<file path="config.mk">
export PLATFORM = sky130hd
export DESIGN_NAME = alu_bist_driver
export DESIGN_NICKNAME = d
export VERILOG_FILES = /design/src/rtl/alu_pkg.sv /design/src/rtl/alu_golden_model.sv /design/src/rtl/alu_bist_driver.sv
export SDC_FILE = /design/constraint.sdc
export NUM_CORES = 1
export LEC_CHECK = 0
export ABC_AREA = 1
export BUFFER_PORTS_ARGS = -buffer_cell sky130_fd_sc_hd__buf_2
export CAP_MARGIN = 5
export CORE_AREA = 2 2 225 227
export DETAILED_ROUTE_END_ITERATION = 16
export DIE_AREA = 0 0 227 229
export SLEW_MARGIN = 20
export SYNTH_ARGS = -nofsm -noshare
export SYNTH_HDL_FRONTEND = slang
export SYNTH_HIERARCHICAL = 1
export SYNTH_SLANG_ARGS = --single-unit
</file>
<file path="constraint.sdc">
create_clock -name i_clk -period 4.4 [get_ports i_clk]
set_input_delay 1.32 -clock i_clk [delete_from_list [all_inputs] [get_ports i_clk]]
set_output_delay 1.32 -clock i_clk [all_outputs]
set_load 0.005 [all_outputs]
</file>
<file path="src/rtl/alu_pkg.sv">
// Shared types and tables for the RV32I ALU built-in self-test driver.
package alu_pkg;

  typedef enum logic [3:0] {
    ALU_ADD  = 4'b0000,
    ALU_SLL  = 4'b0001,
    ALU_SLT  = 4'b0010,
    ALU_SLTU = 4'b0011,
    ALU_XOR  = 4'b0100,
    ALU_SRL  = 4'b0101,
    ALU_OR   = 4'b0110,
    ALU_AND  = 4'b0111,
    ALU_SUB  = 4'b1000,
    ALU_SRA  = 4'b1101
  } alu_op_e;

  localparam int unsigned NUM_OPS = 10;

  localparam alu_op_e OP_ORDER [NUM_OPS] = '{
    ALU_ADD, ALU_SUB, ALU_SLL, ALU_SLT, ALU_SLTU,
    ALU_XOR, ALU_SRL, ALU_SRA, ALU_OR, ALU_AND
  };

  localparam logic [31:0] CORNER [8] = '{
    32'h0000_0000, 32'h0000_0001, 32'h7FFF_FFFF, 32'h8000_0000,
    32'hFFFF_FFFF, 32'hAAAA_AAAA, 32'h5555_5555, 32'h0000_001F
  };

  localparam logic [31:0] LFSR_TAPS = 32'h8020_0003;

  typedef enum logic [1:0] {
    ST_IDLE,
    ST_DRIVE,
    ST_CHECK,
    ST_DONE
  } bist_state_e;

  // Right-shifting Galois form: the bit shifted out decides whether the taps are folded in.
  function automatic logic [31:0] lfsr_step(input logic [31:0] s);
    return s[0] ? ((s >> 1) ^ LFSR_TAPS) : (s >> 1);
  endfunction

endpackage

</file>
<file path="src/rtl/alu_golden_model.sv">
// Combinational reference ALU used to predict the result of every BIST vector.
module alu_golden_model
  import alu_pkg::*;
(
  input  logic    [31:0] i_a,
  input  logic    [31:0] i_b,
  input  alu_op_e        i_op,
  output logic    [31:0] o_result
);

  logic [4:0] shamt;

  always_comb begin
    shamt    = i_b[4:0];
    o_result = 32'h0;
    case (i_op)
      ALU_ADD:  o_result = i_a + i_b;
      ALU_SUB:  o_result = i_a - i_b;
      ALU_SLL:  o_result = i_a << shamt;
      ALU_SLT:  o_result = {31'h0, $signed(i_a) < $signed(i_b)};
      ALU_SLTU: o_result = {31'h0, i_a < i_b};
      ALU_XOR:  o_result = i_a ^ i_b;
      ALU_SRL:  o_result = i_a >> shamt;
      ALU_SRA:  o_result = $unsigned($signed(i_a) >>> shamt);
      ALU_OR:   o_result = i_a | i_b;
      ALU_AND:  o_result = i_a & i_b;
      default:  o_result = 32'h0;
    endcase
  end

endmodule

</file>
<file path="src/rtl/alu_bist_driver.sv">
// BIST initiator: sweeps corner and LFSR vectors through the ALU for every opcode,
// compares against the golden model and records pass/fail plus the first failing vector.
module alu_bist_driver
  import alu_pkg::*;
#(
  parameter int unsigned NUM_VECTORS = 16,
  parameter int unsigned DUT_LATENCY = 0,
  parameter logic [31:0] SEED        = 32'hACE1_2024
) (
  input  logic        i_clk,
  input  logic        i_rst_n,
  input  logic        i_start,
  output logic [31:0] o_op_a,
  output logic [31:0] o_op_b,
  output logic [3:0]  o_alu_op,
  input  logic [31:0] i_alu_data,
  output logic        o_busy,
  output logic        o_done,
  output logic        o_pass,
  output logic [15:0] o_err_count,
  output logic [3:0]  o_fail_op,
  output logic [31:0] o_fail_a,
  output logic [31:0] o_fail_b
);

  localparam int          VW       = $clog2(NUM_VECTORS) + 1;
  localparam int          LW       = $clog2(DUT_LATENCY + 1) + 1;
  localparam logic [31:0] SEED_EFF = (SEED == 32'h0) ? 32'h1 : SEED;

  bist_state_e    state_q, state_d;
  logic [3:0]     op_idx_q, op_idx_d;
  logic [VW-1:0]  vec_q, vec_d;
  logic [LW-1:0]  lat_q, lat_d;
  logic [31:0]    lfsr_q, lfsr_d;
  logic [31:0]    op_a_q, op_a_d;
  logic [31:0]    op_b_q, op_b_d;
  alu_op_e        alu_op_q, alu_op_d;
  logic           busy_q, busy_d;
  logic           done_q, done_d;
  logic           pass_q, pass_d;
  logic [15:0]    err_q, err_d;
  logic           fail_seen_q, fail_seen_d;
  logic [3:0]     fail_op_q, fail_op_d;
  logic [31:0]    fail_a_q, fail_a_d;
  logic [31:0]    fail_b_q, fail_b_d;

  logic [31:0]    golden;
  logic [31:0]    lfsr_adv;
  logic [VW-1:0]  next_vec;
  logic [3:0]     next_op;
  logic [2:0]     b_idx;
  logic           mismatch;

  alu_golden_model u_golden (
    .i_a      (op_a_q),
    .i_b      (op_b_q),
    .i_op     (alu_op_q),
    .o_result (golden)
  );

  always_comb begin
    state_d     = state_q;
    op_idx_d    = op_idx_q;
    vec_d       = vec_q;
    lat_d       = lat_q;
    lfsr_d      = lfsr_q;
    op_a_d      = op_a_q;
    op_b_d      = op_b_q;
    alu_op_d    = alu_op_q;
    busy_d      = busy_q;
    done_d      = 1'b0;
    pass_d      = pass_q;
    err_d       = err_q;
    fail_seen_d = fail_seen_q;
    fail_op_d   = fail_op_q;
    fail_a_d    = fail_a_q;
    fail_b_d    = fail_b_q;
    lfsr_adv    = lfsr_step(lfsr_q);
    next_vec    = '0;
    next_op     = 4'h0;
    b_idx       = 3'h0;
    mismatch    = (i_alu_data != golden);

    case (state_q)
      ST_IDLE: begin
        if (i_start) begin
          state_d     = ST_DRIVE;
          busy_d      = 1'b1;
          pass_d      = 1'b0;
          err_d       = 16'h0;
          fail_seen_d = 1'b0;
          fail_op_d   = 4'h0;
          fail_a_d    = 32'h0;
          fail_b_d    = 32'h0;
          lfsr_d      = SEED_EFF;
          op_idx_d    = 4'h0;
          vec_d       = '0;
          lat_d       = '0;
          op_a_d      = CORNER[0];
          op_b_d      = CORNER[3];
          alu_op_d    = OP_ORDER[0];
        end
      end

      // Operands stay put for 1+DUT_LATENCY cycles so a pipelined ALU has settled by CHECK.
      ST_DRIVE: begin
        if (lat_q == LW'(DUT_LATENCY)) begin
          state_d = ST_CHECK;
          lat_d   = '0;
        end else begin
          lat_d = lat_q + 1'b1;
        end
      end

      ST_CHECK: begin
        if (mismatch) begin
          if (err_q != 16'hFFFF) err_d = err_q + 16'd1;
          if (!fail_seen_q) begin
            fail_seen_d = 1'b1;
            fail_op_d   = alu_op_q;
            fail_a_d    = op_a_q;
            fail_b_d    = op_b_q;
          end
        end
        if (op_idx_q == 4'(NUM_OPS - 1) && vec_q == VW'(NUM_VECTORS - 1)) begin
          state_d = ST_DONE;
        end else begin
          if (vec_q == VW'(NUM_VECTORS - 1)) begin
            next_vec = '0;
            next_op  = op_idx_q + 4'd1;
          end else begin
            next_vec = vec_q + 1'b1;
            next_op  = op_idx_q;
          end
          if (next_vec < VW'(8)) begin
            b_idx  = next_vec[2:0] + 3'd3;
            op_a_d = CORNER[next_vec[2:0]];
            op_b_d = CORNER[b_idx];
          end else begin
            lfsr_d = lfsr_adv;
            op_a_d = lfsr_adv;
            op_b_d = {lfsr_adv[15:0], lfsr_adv[31:16]} ^ 32'h5A5A_5A5A;
          end
          vec_d    = next_vec;
          op_idx_d = next_op;
          alu_op_d = OP_ORDER[next_op];
          state_d  = ST_DRIVE;
        end
      end

      ST_DONE: begin
        done_d  = 1'b1;
        busy_d  = 1'b0;
        pass_d  = (err_q == 16'h0);
        state_d = ST_IDLE;
      end

      default: state_d = ST_IDLE;
    endcase
  end

  always_ff @(posedge i_clk or negedge i_rst_n) begin
    if (!i_rst_n) begin
      state_q     <= ST_IDLE;
      op_idx_q    <= 4'h0;
      vec_q       <= '0;
      lat_q       <= '0;
      lfsr_q      <= SEED_EFF;
      op_a_q      <= 32'h0;
      op_b_q      <= 32'h0;
      alu_op_q    <= ALU_ADD;
      busy_q      <= 1'b0;
      done_q      <= 1'b0;
      pass_q      <= 1'b0;
      err_q       <= 16'h0;
      fail_seen_q <= 1'b0;
      fail_op_q   <= 4'h0;
      fail_a_q    <= 32'h0;
      fail_b_q    <= 32'h0;
    end else begin
      state_q     <= state_d;
      op_idx_q    <= op_idx_d;
      vec_q       <= vec_d;
      lat_q       <= lat_d;
      lfsr_q      <= lfsr_d;
      op_a_q      <= op_a_d;
      op_b_q      <= op_b_d;
      alu_op_q    <= alu_op_d;
      busy_q      <= busy_d;
      done_q      <= done_d;
      pass_q      <= pass_d;
      err_q       <= err_d;
      fail_seen_q <= fail_seen_d;
      fail_op_q   <= fail_op_d;
      fail_a_q    <= fail_a_d;
      fail_b_q    <= fail_b_d;
    end
  end

  assign o_op_a      = op_a_q;
  assign o_op_b      = op_b_q;
  assign o_alu_op    = alu_op_q;
  assign o_busy      = busy_q;
  assign o_done      = done_q;
  assign o_pass      = pass_q;
  assign o_err_count = err_q;
  assign o_fail_op   = fail_op_q;
  assign o_fail_a    = fail_a_q;
  assign o_fail_b    = fail_b_q;

endmodule

</file>
Yosys cells after proc, flatten, opt, wreduce, memory -nomap -nowiden --
Memory sizes are Yosys's and may differ from the RTL's. Cells that the tools add are included. Widths: inputs -> output; s select.
Word-level totals: bits in registers 200, latch bits 0, RAM bits 0, ROM bits 576, input port bits 35, output and inout bits 155, logic and storage cells 141, memories 3
Operators by class: $add $sub $neg 7, multiply operators 0, div/mod/pow operators 0, $lt $le $gt $ge 6, equal/unequal tests 23, shifts and indexed selects 3, muxes and demuxes 60, bitwise logic cells 8, reductions and logical operators 15
Memory list:
- (name not given) | depth 8, bits a word 32, rd ports 1, clocked after memory_dff 0, wr ports 0, line alu_bist_driver.sv:138 | op_b_d = CORNER[b_idx];
- (name not given) | depth 8, bits a word 32, rd ports 1, clocked after memory_dff 0, wr ports 0, line alu_bist_driver.sv:137 | op_a_d = CORNER[next_vec[2:0]];
- (name not given) | depth 16, bits a word 4, rd ports 1, clocked after memory_dff 0, wr ports 0, line alu_bist_driver.sv:146 | alu_op_d = OP_ORDER[next_op];
Operators with widths (count):
- $mux 32 | 18
- $pmux 32 s10 | 1
- $pmux 32 s2 | 5
- $lt 32x32->1 | 2
- $mux 16 | 3
- $mux 4 | 10
- $add 32x32->32 | 1
- $and 32x32->32 | 1
- $ne 32x32->1 | 1
- $or 32x32->32 | 1
- $pmux 16 s2 | 1
- $shl 32x5->32 | 1
- $shr 32x5->32 | 1
- $sshr 32x5->32 | 1
- $sub 32x32->32 | 1
- $xor 32x32->32 | 1
- $mux 5 | 5
- $pmux 4 s2 | 3
- $add 16x1->16 const B | 1
- $eq 4x3->1 const B | 4
- $logic_not 16->1 | 1
- $ne 16x16->1 const B | 1
- $not 16->16 | 1
- $ne 2x2->1 const B | 7
- 27 further kinds | 50

Longest topological paths before layout --
Gate-level depths: netlist of the first run.
depth after elaboration 12, depth in mapped cells 34, depth with buffers taken out 28

Cells and area by module --
Netlist of the first run, hierarchy kept.
By module, submodules not included:
- alu_golden_model | times used 1, cells an instance 2132, area each 10124.7 µm², seq. area each 0.0 µm²
- alu_bist_driver | times used 1, cells an instance 1194, area each 9507.9 µm², seq. area each 4993.5 µm²

Least setup slack after synthesis of the first run --
Ideal clock, no wire load.
kind reg-to-reg, start register op_b_q[4] (netlist: o_op_b[4]), end register err_q[14] (netlist: o_err_count[14]), setup time 0.118 ns, data arrival time 3.484 ns, data required time 4.282 ns, slack 0.798 ns, stages on the path, launching flop included 29, path through dfrtp_1 -> buf_2 -> inv_1 -> buf_2 -> buf_1 -> ha_1 -> buf_2 -> nor2_1 -> nand2_1 -> nor2_1 -> nand2_1 -> nand3_1 -> nand2_1 -> nand3_1 -> nand2_1 -> nand3_1 -> nand3_1 -> inv_1 -> nand2_1 -> nand2_1 -> nand2_1 -> nor2_1 -> nand2_1 -> nor2_1 -> nand3_1 -> buf_4 -> buf_2 -> nand4_1 -> nand2_1
Between the ends: word-level cells in the longest chain between the ends 5, elaborated cells on any way between the ends 14, those cells by class 2 x add/sub; 2 x order compare; 2 x eq/ne; 3 x shift; 1 x mux; 3 x bitwise; 1 x reduce/logical
Ends and longest elaborated chain:
- start, declared | line alu_bist_driver.sv:36 | logic [31:0] op_b_q, op_b_d;
- start signal, assigned | line alu_bist_driver.sv:187 | op_b_q <= op_b_d;
- $sub 32x32->32 (tied with other cells) | line alu_golden_model.sv:18 | ALU_SUB: o_result = i_a - i_b;
- $pmux 32 s10 (*) | line alu_golden_model.sv:16 | case (i_op)
- via golden[28] | line alu_bist_driver.sv:47 | logic [31:0] golden;
- $ne 32x32->1 (*) | line alu_bist_driver.sv:82 | mismatch = (i_alu_data != golden);
- $ne 2x2->1 (no source line) (*)
- $reduce_and 4->1 (no source line) (*)
- end signal, assigned | line alu_bist_driver.sv:192 | err_q <= err_d;
- end, declared | line alu_bist_driver.sv:41 | logic [15:0] err_q, err_d;
Mark *: on every way through the listed nets, which the timed path passes. The rest lies on a longest branch. A chain may end at the register's enable or synchronous reset.

Worst setup path after layout of the first run --
start register op_a_q[0] (netlist: o_op_a[0]), end register fail_b_q[6] (netlist: o_fail_b[6])
Between the ends: word-level cells in the longest chain between the ends 5, elaborated cells on any way between the ends 14, those cells by class 2 x add/sub; 2 x order compare; 2 x eq/ne; 3 x shift; 1 x mux; 3 x bitwise; 1 x reduce/logical
Ends and longest elaborated chain:
- start, declared | line alu_bist_driver.sv:35 | logic [31:0] op_a_q, op_a_d;
- start signal, assigned | line alu_bist_driver.sv:186 | op_a_q <= op_a_d;
- $sub 32x32->32 (tied with other cells) | line alu_golden_model.sv:18
- $pmux 32 s10 (*) | line alu_golden_model.sv:16
- via golden[4] | line alu_bist_driver.sv:47
- $ne 32x32->1 (*) | line alu_bist_driver.sv:82
- $ne 2x2->1 (no source line) (*)
- $reduce_and 4->1 (no source line) (*)
- end signal, assigned | line alu_bist_driver.sv:196 | fail_b_q <= fail_b_d;
- end, declared | line alu_bist_driver.sv:45 | logic [31:0] fail_b_q, fail_b_d;
Marked as above.

==> summary.md, run 1 <==
| Metric | Value |
|---|---|
| Status | `finished, final reports clean` |
| Worst setup path end | `o_fail_b[6]` |
| Ys flop type | `dfrtp_1` |
| Post-synth EDFFs | `0` |
| Worst path required time | `4740 ps` |
| Leakage | `12.61 nW` |
| Starting Density | `39.54%` |
| Routed Wire Length | `94.77 mm` |
| R2R Setup Slk | `200 ps` |
| Crit share post-route | `95.39%` |
| First-pass GRT wire length | `138.1 mm` |
| Count leader, synth | `nand2_1` |
| Die height | `229 µm` |
| Clock Skew | `13.75 ps` |
| Final instance area | `0.02238 mm²` |
| TritonCTS Buffers | `17` |
| CP Max Fanout | `23` |
| Mapped Nets | `3,471` |
| Fin worst setup slack | `202.7 ps` |
| Clock period minus worst slack | `4197 ps` |
| Clk_lat worst skew | `460 ps` |
| Crit path DAT | `4530 ps` |
| Yosys cell types | `52` |
| Setup total negative slack | `0 ps` |
| Reg2Reg Depth | `21` |
| Chip width | `227 µm` |
| Max Fclk | `0.2383 GHz` |
| Max Buffers Root-to-Sink | `2` |
| Initial antenna violation count | `0` |
| Hold Path Class | `register to register` |
| Root Buffer | `clkbuf_16` |
| Post-Synthesis Cells | `3,326` |
| Worst hold margin | `476.9 ps` |
| Cell count along the critical path | `21` |
| Seq/Total Area, Yosys | `25.43%` |
| Synthesized flop and latch total | `199` |
| Crit path capture type | `register` |
| Non-filler cells, final | `4,204` |
| CP cell instances | `buf_4 -> inv_1 -> ha_2 -> fa_1 -> inv_1 -> nand2_1 -> nand3_2 -> nor2_1 -> o221ai_1 -> a21oi_1 -> nand2_1 -> nand2_1 -> nand2_1 -> nand2_1 -> nor2_1 -> nand2_1 -> nor2_1 -> nand3_4 -> nand2_4 -> buf_12 -> o21ai_0` |
| Area of the core | `0.04966 mm²` |
| Share of cells above drive strength 1 | `11.98%` |
| Top post-synthesis cells by count | `1,226 x nand2_1, 410 x inv_1, 382 x nand3_1, 255 x nor2_1, 188 x dfrtp_1` |
| Final Net Count | `3,664` |
| Slew HR | `7.981%` |
| Largest stage delay, worst path | `510 ps` |
| Drt drc | `0` |
| Die area | `0.05198 mm²` |
| Global Route Usage Sum | `35.95%` |
| Vias in the first global route | `21,229` |
| Router iterations before antenna repair | `9` |
| Layout area overhead | `14.01%` |
| Htree depth | `4` |
| YS warnings | `6` |
| Row count | `82` |
| Antenna viol nets, final | `0` |
| First-iteration detailed-routing DRC count | `2,827` |
| Gpl congestion | `1.070` |
| PD cells | `155.8 mW/mm²` |
| Top cells by area, synth | `dfrtp_1 24%, nand2_1 23%, nand3_1 9.7%` |
| CTS tree | `done` |
| Critical path startpoint category | `register` |
| Post-DP HPWL | `75.43 mm` |
| Placed Area | `0.02174 mm²` |
| Worst VDD drop | `241.3 µV` |
| Setup Crit Path Kind | `register to register` |
| Worst path bufs/invs | `4` |
| Worst r2r src | `o_op_a[0]` |
| Crit path launch | `o_op_a[0]` |
| Clock transition at path regs | `70 ps` |
| Synth top area share | `23.96%` |
| R2r endpoint | `o_fail_b[6]` |
| Most frequent CP cell | `nand2_1` |
| Clk sinks | `199` |
| Via density | `5.524` |
| IO Port Bufs | `189` |
| Max-cap viol count | `0` |
| Synth area leader | `dfrtp_1` |
| Least-Margin Pin Slew | `1366 ps` |
| Final hold viol count | `0` |
| Ports | `190` |
| Slowest-stage cell, CP | `o221ai_1` |
| Syn Std Cell Area | `0.01963 mm²` |
| GRT overflow | `0` |
| Routed via count | `23,223` |
| Asr flop ratio synth | `100.0%` |
| Largest net degree at the start of global routing | `114` |
| DP Worst Slack | `45.84 ps` |
| Final Slew Violations | `0` |
| Routed WL per cell | `22.54 µm` |
| Delay-heaviest family, CP | `simple AND/OR/NAND/NOR gates` |
| Placed Cells | `4,169` |
| Syn_area_per_cell | `5.903 µm²` |
| Final setup fails | `0` |
[cell type report]
cell class / instances / area, µm²
diodes: 1 / 2.502
clock buffers: 18 / 439.2
clock inverters: 13 / 133.9
fillers: 5538 / 27270
inverters: 434 / 1630
multi-input cells: 2556 / 12370
flip-flops and latches: 199 / 4996
well taps: 672 / 840.8
repair buffers: 311 / 1974
[power by group]
part           internal, W   switching [W]  total [W]
clock network     0.000810        0.000767    0.00158
logic            0.0000245       0.0000577  0.0000822
registers          0.00183  0.000000000164    0.00183
total              0.00266        0.000825    0.00349
[worst reg2reg max path: cells and delay by family (launching register included)]
family	cells	cell delay (ps)
and+or+nand+nor	12	1580
adders and majority gates	2	750
buffers and inverters	4	710
AOI/OAI and AO/OA	3	690
DFF	1	360
[flip-flops by register name, summed over array words and instances (netlist names), 2 cells and up]
register     flops
state_q          2
o_fail_a        32
o_fail_op        4
o_err_count     16
o_fail_b        32
o_alu_op         4
lfsr_q          32
o_op_a          32
op_idx_q         4
o_op_b          32
vec_q            5
[worst min path at each step]
stage / cells past startpoint / slack (ps) / start / endpoint
floorplan: 2 / 440 / fail_seen_q / fail_seen_q
global placement: 2 / 450 / fail_seen_q / fail_seen_q
detailed placement: 2 / 460 / fail_seen_q / fail_seen_q
CTS: 2 / 470 / fail_seen_q / fail_seen_q
global route: 2 / 510 / o_fail_a[0] / o_fail_a[0]
finish: 2 / 480 / fail_seen_q / fail_seen_q
[cell usage in the layout (no fill, tap or decap), drive strengths merged, types with 4 or more instances in the layout]
cell type     n
nand4        54
clkbuf       19
a21oi        93
dfrtp       188
xnor2        10
o221ai        4
inv         440
o21ai       248
and2         14
xor2         11
ha          108
o21a          5
nand3b        7
nand3       385
nand2      1238
nor3         28
dfstp        11
o21bai       12
o22ai        31
nor2        268
o211ai       16
nor4          4
buf         310
[kinds of logic after synthesis]
logic type	Yosys count	share of synthesized area [%]
AO/OA/AOI/OAI	424	11.87
XOR/XNOR	21	0.9368
buffers and inverters	572	11.87
flip-flops	199	25.43
adder cells (fa/ha/maj)	110	7.087
AND/OR/NAND/NOR	2000	42.80
[what timing repair did]
| item | 4_1_cts | 5_1_grt |
|---|---|---|
| endpoints found under the setup margin | 0 | 85 |
| resized for setup | 0 | 11 |
| hold buffers | 0 | 0 |
| buffers inserted | 0 | 2 |
[stage by stage]
step                power (W)  util [%]
floorplan            0.001883         -
global placement     0.001949     43.78
detailed placement   0.001948     43.78
CTS                  0.003510     44.93
global route         0.003585     45.07
finish               0.003487     45.07
[metal layers]
layer  up-vias  GRT usage, %  part of all wire, %
met5         -             0                    0
met4         0         18.65                  6.0
met3       225         4.041                  8.4
met2      1231         54.02                   43
met1     10789         50.63                   43
li1      10978             -                    -
(Power assumes the default switching activity.)
==> run 2: changes to the inputs <==
--- a/config.mk
+++ b/config.mk
@@ -8,9 +8,10 @@
 export ABC_AREA = 1
 export BUFFER_PORTS_ARGS = -buffer_cell sky130_fd_sc_hd__buf_2
 export CAP_MARGIN = 5
-export CORE_AREA = 2 2 225 227
+export CORE_AREA = 8 8 231 233
 export DETAILED_ROUTE_END_ITERATION = 16
-export DIE_AREA = 0 0 227 229
+export DIE_AREA = 0 0 239 241
+export PLACE_DENSITY = 0.65
 export SLEW_MARGIN = 20
 export SYNTH_ARGS = -nofsm -noshare
 export SYNTH_HDL_FRONTEND = slang
==> summary.md, run 2 (synthesis gave the netlist of run 1 again) <==
| Metric | Value |
|---|---|
| Postcts setup bufs | `0` |
| Final hold viol count | `0` |
| Fin worst setup slack | `145.1 ps` |
| Routed Wire Length | `93.87 mm` |
| Hold_sp | `fail_seen_q` |
| Via density | `5.574` |
| Share of cells above drive strength 1 | `11.72%` |
| Critical path startpoint category | `register` |
| Internal | `0.002680 W` |
| Starting Density | `39.54%` |
| Post-DP HPWL | `75.16 mm` |
| Final setup fails | `0` |
| Chip width | `239 µm` |
| Largest net degree at the start of global routing | `86` |
| Router iterations before antenna repair | `7` |
| Hold buffers post-CTS | `0` |
| DP Worst Slack | `142.5 ps` |
| Max Fclk | `0.2350 GHz` |
| IO Port Bufs | `189` |
| Clock transition at path regs | `80 ps` |
| Commonest non-fill, non-tap cell in the layout | `nand2_1` |
| Clk sinks | `199` |
| Least-Margin Pin Slew | `1055 ps` |
| Max Buffers Root-to-Sink | `2` |
| R2r endpoint | `o_err_count[5]` |
| First-pass GRT wire length | `136.6 mm` |
| Setup total negative slack | `0 ps` |
| RSZ-0062 raised after global routing | `no` |
| Setup Crit Path Kind | `register to register` |
| Vias in the first global route | `21,258` |
| Crit path capture type | `register` |
| Crit path DAT | `4640 ps` |
| Sequential standard cell area | `0.004996 mm²` |
| Final Slew Violations | `0` |
| Antenna viol nets, final | `0` |
| Worst r2r src | `o_op_a[0]` |
| Crit share post-route | `96.70%` |
| Slew HR | `28.92%` |
| Status | `finished, final reports clean` |
| Initial antenna violation count | `2` |
| Power share of the sequential group | `51.2%` |
| Routed via count | `23,387` |
| Hold Path Class | `register to register` |
| Drt drc | `0` |
| Clock period minus worst slack | `4255 ps` |
| CP Max Fanout | `19` |
| Layout area overhead | `13.96%` |
| Hold path depth | `2` |
| Clock network fraction of design power | `46.5%` |
| CTS tree | `done` |
| Clock Skew | `22.56 ps` |
| Highest-count cells in the layout ignoring fill and taps | `1,226 x nand2_1, 409 x inv_1, 381 x nand3_1` |
| Fill cells | `5,485` |
| R2R Setup Slk | `150 ps` |
| Global Route Usage Sum | `31.41%` |
| Gpl congestion | `1.047` |
| Multi-input logic area | `0.01235 mm²` |
| Worst hold path endpoint | `fail_seen_q` |
| Max-cap viol count | `0` |
| Crit path launch | `o_op_a[0]` |
| Ports | `190` |
| Root Buffer | `clkbuf_16` |
| TritonCTS Buffers | `17` |
| Clk_lat worst skew | `460 ps` |
| Sw Ratio | `24.90%` |
| Diode count | `0` |
| Worst VDD drop | `289.1 µV` |
| CTS resizes | `0` |
| Leakage | `12.61 nW` |
| Routed WL per cell | `22.37 µm` |
| Worst path required time | `4790 ps` |
| NetSw | `0.0008885 W` |
| Area of the core | `0.04966 mm²` |
| Die height | `241 µm` |
| Row count | `82` |
| Final Net Count | `3,656` |
| GRT overflow | `0` |
| Logic gate share of total power | `2.3%` |
| Reg2Reg Depth | `23` |
| First-iteration detailed-routing DRC count | `3,113` |
| Die area | `0.05760 mm²` |
| PD cells | `159.5 mW/mm²` |
| Htree depth | `4` |
run 2: cell types whose count changed in the layout (fill, tap and decap cells not counted), moves of 2 or more:
cell,before,now
ha_1,105,108
ha_2,3,0
buf_4,113,104
clkinv_4,1,3
clkinv_8,0,5
clkinvlp_4,3,0
run 2: power groups by stage:
stage	registers, W	logic, W	clock network (W)
after floorplan	0.00186	0.0000186	0
after global placement	0.00186	0.0000857	0
after detailed placement	0.00186	0.0000849	0
after CTS	0.00183	0.0000853	0.00168
after global routing	0.00183	0.0000961	0.00173
final	0.00183	0.0000829	0.00166
run 2: cell type report:
cell class,count,share of cell area [%]
clock buffer,17,1.901
clock inverter,15,0.9060
inverter,434,7.287
multi-input combinational,2556,55.20
sequential,199,22.33
tap,672,3.758
timing repair buffer,303,8.613
run 2: metrics by stage:
stage | cell area (µm²) | total power (W) | cells | hold slack [ps] | utilization, %
6_report | 22370 | 0.003568 | 4196 | 482.8 | 45.05
4_1_cts | 22330 | 0.003589 | 4195 | 484.3 | 44.98
2_1_floorplan | 19630 | 0.001883 | 3326 | 436.4 | -
3_5_place_dp | 21710 | 0.001949 | 4163 | 465.0 | 43.71
5_1_grt | 22370 | 0.003658 | 4196 | 509.4 | 45.05
3_3_place_gp | 21710 | 0.001949 | 4163 | 461.1 | 43.71
run 2: how the worst max path moves through the flow:
stage,end,cells past startpoint,slack (ps)
6_report,o_err_count[5],23,150
5_1_grt,o_err_count[11],28,4
4_1_cts,o_err_count[5],28,110
3_5_place_dp,o_fail_a[2],23,140
3_3_place_gp,o_err_count[1],28,150
2_1_floorplan,o_err_count[14],28,800
run 2: per-layer routing:
metal | up-vias | global-route usage [%] | routed length, µm
met1 | 10816 | 43.05 | 39650
met5 | - | 0 | 12
met2 | 1397 | 48.21 | 40340
li1 | 10956 | - | -
met3 | 216 | 4.453 | 8791
met4 | 2 | 15.42 | 5077
run 2: worst max-delay path, cell delays in order (launching register included):
cell and delay, ps:
dfrtp_1 450, inv_1 110, ha_1 310, fa_1 500, inv_2 150, nand3_1 90, nand3_1 230, a21oi_1 90
o21ai_0 170, nand3_1 290, nor2_1 220, nand2_1 150, nand2_1 100, nand2_1 50, inv_1 40, nand2_1 40
nor2_1 110, nand2_1 80, nor2_1 180, nand3_4 240, buf_6 250, nand3_4 160, nand2_1 90, nand2_1 70
